File: src/rtl/branch_hazard_controller.sv
// branch_hazard_controller
// Control-hazard unit for the pipelined MIPS core. It watches the decode-stage
// opcode for conditional branches (BEQ/BNE) and jumps (J/JAL), and tracks one
// outstanding branch with a down-counter until its resolution stage. Depending
// on PREDICT it either freezes fetch/decode until the branch resolves, or lets
// fetch run predict-not-taken and squashes the wrong path on a taken branch.
// All outputs are combinational from the tracking state and the current decode
// inputs; only the state and the counter are registered.

module branch_hazard_controller #(
    parameter int OP_W           = 6,
    parameter int RESOLVE_CYCLES = 2,
    parameter int PREDICT        = 0,
    parameter int BEQ_OP         = 4,
    parameter int BNE_OP         = 5,
    parameter int J_OP           = 2,
    parameter int JAL_OP         = 3
) (
    input  logic            Clock,
    input  logic            Reset_n,
    input  logic            Jump,
    input  logic            Branch,
    input  logic [OP_W-1:0] Op,
    input  logic            Taken,
    output logic            outJump,
    output logic            outBranch,
    output logic            stall,
    output logic            flush
);

    // Counter reload value: the resolution cycle is the one where the counter
    // reads 1, which lands exactly RESOLVE_CYCLES cycles after the accept.
    localparam logic [2:0] RES_CNT   = 3'(RESOLVE_CYCLES);
    localparam bit         PRED_MODE = (PREDICT != 0);

    // Opcode tables for the two instruction classes this unit reacts to.
    localparam logic [OP_W-1:0] BR_CODES  [2] = '{OP_W'(BEQ_OP), OP_W'(BNE_OP)};
    localparam logic [OP_W-1:0] JMP_CODES [2] = '{OP_W'(J_OP),   OP_W'(JAL_OP)};

    typedef enum logic {
        IDLE  = 1'b0,
        TRACK = 1'b1
    } state_t;

    state_t     state_reg;
    logic [2:0] cnt_reg;

    logic [1:0] br_hit;
    logic [1:0] jmp_hit;
    logic       br_op;
    logic       jmp_det;
    logic       tracking;
    logic       resolve;

    // The decoder's Branch flag is advisory only: detection is done on the
    // opcode so that a mis-decoded control bit cannot open a hazard window.
    logic       unused_branch;
    assign unused_branch = Branch;

    // Per-opcode comparators for branch and jump classes.
    for (genvar gi = 0; gi < 2; gi++) begin : g_op_match
        assign br_hit[gi]  = (Op == BR_CODES[gi]);
        assign jmp_hit[gi] = (Op == JMP_CODES[gi]);
    end

    assign br_op    = |br_hit;
    assign jmp_det  = Jump & (|jmp_hit);
    assign tracking = (state_reg == TRACK);
    assign resolve  = tracking && (cnt_reg == 3'd1);

    // Branch tracking FSM: accept a branch from IDLE, count down in TRACK, and
    // leave at the resolution cycle unless predict mode re-accepts a branch
    // that was waiting in decode behind a not-taken outcome.
    always_ff @(posedge Clock or negedge Reset_n) begin
        if (!Reset_n) begin
            state_reg <= IDLE;
            cnt_reg   <= 3'd0;
        end else begin
            case (state_reg)
                IDLE: begin
                    if (br_op) begin
                        state_reg <= TRACK;
                        cnt_reg   <= RES_CNT;
                    end
                end
                TRACK: begin
                    if (resolve) begin
                        // In stall mode decode was frozen, so Op is stale and
                        // must not start a new branch. A taken redirect makes
                        // whatever sits in decode wrong-path.
                        if (PRED_MODE && !Taken && br_op) begin
                            cnt_reg <= RES_CNT;
                        end else begin
                            state_reg <= IDLE;
                            cnt_reg   <= 3'd0;
                        end
                    end else begin
                        cnt_reg <= cnt_reg - 3'd1;
                    end
                end
                default: begin
                    state_reg <= IDLE;
                    cnt_reg   <= 3'd0;
                end
            endcase
        end
    end

    // Output decode: PC-select gating, stall and flush from state and decode.
    always_comb begin
        outJump   = Jump;
        outBranch = 1'b0;
        stall     = 1'b0;
        flush     = jmp_det;

        if (tracking) begin
            if (!PRED_MODE) begin
                // Fetch and decode are frozen for the whole tracking window;
                // nothing younger was fetched, so there is nothing to squash.
                stall     = 1'b1;
                outJump   = 1'b0;
                flush     = 1'b0;
                outBranch = resolve & Taken;
            end else if (resolve && Taken) begin
                // Redirect wins over any jump in decode; both it and the
                // already-fetched fall-through path are discarded.
                outBranch = 1'b1;
                flush     = 1'b1;
                outJump   = 1'b0;
            end else if (!resolve && br_op) begin
                // Only one branch is tracked: hold a second one in decode
                // until the first resolves.
                stall = 1'b1;
            end
        end
    end

endmodule
File: config.mk
export PLATFORM = sky130hd
export DESIGN_NAME = branch_hazard_controller
export DESIGN_NICKNAME = d
export VERILOG_FILES = /design/src/rtl/branch_hazard_controller.sv
export SDC_FILE = /design/constraint.sdc
export NUM_CORES = 1
export LEC_CHECK = 0
export ABC_AREA = 1
export CAP_MARGIN = 20
export CORE_AREA = 2 2 39 41
export DETAILED_ROUTE_END_ITERATION = 6
export DIE_AREA = 0 0 41 43
export HOLD_SLACK_MARGIN = 0.06
export MAX_ROUTING_LAYER = met4
export PLACE_DENSITY = 0.51
export SLEW_MARGIN = 5
export SYNTH_ARGS = -nofsm -noshare
export SYNTH_HDL_FRONTEND = slang
export SYNTH_SLANG_ARGS = --single-unit
File: constraint.sdc
create_clock -name Clock -period 3.1 [get_ports Clock]
set_input_delay 0.93 -clock Clock [delete_from_list [all_inputs] [get_ports Clock]]
set_output_delay 0.93 -clock Clock [all_outputs]
set_load 0.005 [all_outputs]
==> results <==
[report_power, final]
| group | internal [mW] | switching (mW) |
|---|---|---|
| sequential | 0.0791 | 0.0240 |
| combinational | 0.0753 | 0.0726 |
| clock | 0.0431 | 0.0187 |
[cells in the mapped netlist, drive strengths merged]
| master | count | share of area |
|---|---|---|
| nand2 | 9 | 0.13 |
| inv | 8 | 0.11 |
| nand3 | 6 | 0.13 |
| dfrtp | 4 | 0.37 |
| nor2 | 3 | 0.042 |
| ha | 2 | 0.093 |
| a21boi | 1 | 0.028 |
| nand3b | 1 | 0.042 |
| nor3 | 1 | 0.019 |
| xor2 | 1 | 0.033 |
[layout make-up]
class	count	area (um2)
clock buffer	3	22.5
fill	152	945
inverter	8	30.0
multi-input combinational	24	140
sequential	4	100
tap	16	20.0
timing repair buffer	13	126
[cells in the final DEF, fill, tap and decap left out, drive strengths merged]
cell type      instances
clkdlybuf4s50         11
nand2                  9
inv                    8
nand3                  6
dfrtp                  4
clkbuf                 3
nor2                   3
ha                     2
nor3                   1
nand3b                 1
a21boi                 1
xor2                   1
dlygate4sd2            1
buf                    1
[through the flow]
| step | power, mW | setup slack [ns] | instances | hold slack (ns) | area, um2 |
|---|---|---|---|---|---|
| after global routing | 0.349 | 0.0992 | 68 | 0.521 | 439 |
| after floorplan | 0.196 | 0.851 | 36 | 0.478 | 268 |
| after CTS | 0.321 | 0.159 | 68 | 0.513 | 439 |
| after global placement | 0.253 | -0.0463 | 65 | 0.501 | 415 |
| after detailed placement | 0.254 | -0.0713 | 65 | 0.506 | 415 |
| final | 0.313 | 0.164 | 68 | 0.510 | 439 |
[worst max path at each step]
stage | slack (ns) | end
global placement | -0.05 | flush
finish | 0.16 | outBranch
floorplan | 0.85 | flush
CTS | 0.16 | outBranch
global route | 0.1 | outBranch
detailed placement | -0.07 | flush
[logic make-up after synthesis]
logic type,count (synthesis)
xor gates and xnor gates,1
adders and majority gates,2
DFF,4
buffers and inverters,8
AOI/OAI and AO/OA,1
and+or+nand+nor,20
[routing by layer]
| metal | vias up | part of all wire |
|---|---|---|
| met5 | - | 0 |
| met4 | 0 | 0 |
| met3 | 0 | 0.051 |
| met2 | 5 | 0.50 |
| met1 | 114 | 0.45 |
| li1 | 143 | - |
[worst max-delay path, cell delays in order]
cell,delay [ns]
clkdlybuf4s50_1,0.45
inv_1,0.04
nor2_1,0.09
clkdlybuf4s50_1,0.50
==> results by group <==
Logic synthesis
  • Xor/xnor share of the synthesized area: 0.0327
  • YS warnings: 0
  • Cell variety after synth: 12
  • Net count after synthesis: 49
  • Synth Area in Simple Gates: 0.360
  • Post-synthesis sequential area ratio: 0.374
  • Synth Area in Adders: 0.0935
  • Syn Inst Count: 36
  • Mapped Area: ~270 um2
  • Mapped Avg Cell Area: 7.44 um2
  • Compound-Gate Fraction of Synth Area: 0.0280
  • #FFs+latches synth: 4
  • Fraction of synthesized area in multiplexers: 0
  • Largest family of logic cells by synthesized area: simple AND/OR/NAND/NOR gates

Global routing
  • Global-route wire length before repair: approximately 970 um
  • Grt total ovfl: 0
  • GRT Total Usage: 0.0848
  • Met2 Usage GRT: 0.113
  • Met1 Usage GRT: 0.101
  • Vias in the first global route: around 270
  • Initial antenna violation count: 0
  • Top Usage Layer GRT: met2
  • Met3 Usage GRT: 0.0157
  • Largest net degree at the start of global routing: 7

CTS
  • CTS tree: built
  • Total CTS buffers: 3
  • Hold Buf Count CTS: 0
  • Post-CTS sizing: 2
  • Clk_lat worst skew: ~0.23 ns
  • Clk root buf: clkbuf_4
  • Worst-case clock buffer depth: 2
  • H-tree depth: 1
  • Clock-pin slew on the worst setup and hold paths: approximately 0.03 ns
  • # clock sinks: 4
  • Post-CTS Repair Setup Buffers: 0

Floorplan
  • Die ar.: 1760 um2
  • Row cnt: 14
  • Die H: roughly 43 um
  • Io pins: 15
  • Total core area: between 1000 and 1500 um2
  • Die W: between 40 and 50 um
  • Starting Density: 0.193

Worst setup path
  • Top fanout value on the critical path: 1
  • Crit path arrival time: ~2 ns
  • Worst Setup SP: Taken
  • RR Endpoint: cnt_reg[1]$_DFFE_PN0P_
  • Worst Reg2Reg Path Length in Cells: 7
  • Worst Path Required: ~2.2 ns
  • Type of origin of the critical path: input port
  • Crit Path Category: in2out
  • Critical path capture point type: primary output
  • Flop2flop setup slack: about 2 ns
  • FF-to-FF Start: cnt_reg[0]$_DFFE_PN0P_

Layout
  • Total Nets Final: 67
  • N_diodes: 0
  • Final core occ: 0.317
  • Max reg flops: 3
  • Area Growth Syn to Fin: 64.0%
  • Layout cell share with drive strength beyond 1: 0.154

STA
  • Total Neg Setup Slack: 0 ns
  • Fmax: 341 MHz
  • Clock skew: approximately 0.0016 ns
  • Finish-stage setup viols: 0
  • Slew margin rel.: 0.859
  • Fin crit share: 0.947
  • Fin. Hold Viols: 0
  • RSZ-0062 raised after global routing: no
  • Count of pins over their slew limit: 0
  • Min cycle time layout: a little under 3 ns
  • Slew @ Worst Pin: 0.212 ns

Min path
  • Hold Startpoint: cnt_reg[1]$_DFFE_PN0P_
  • HP Class: reg2reg
  • WHS Path Cells: 2
  • Worst Hold Path EP: cnt_reg[1]$_DFFE_PN0P_

Drt
  • Antenna-violating nets left: 0
  • DRC errors left: 0
  • Vias per inst: a little under 4
  • Drt first pass iters: 2
  • DRT Wirelength: between 500 and 600 um
  • Routed len/inst: between 8 and 9 um
  • Drt initial violations: 4
  • Via count: roughly 260

Placed design
  • Routability cong.: ~0.77
  • DP Wirelength: between 400 and 500 um
  • Buffers on Ports: 12

Pwr
  • Leak pwr: 0.237 nW
  • Power Dens Cells: approximately 710 nW/um2
  • Worst vdd ir: between 0.3 and 0.4 mV

Job
  • Total of max-cap violations: 0

Status
  • Status: complete, no violations
Note: power is estimated with default switching activity, not from simulation.
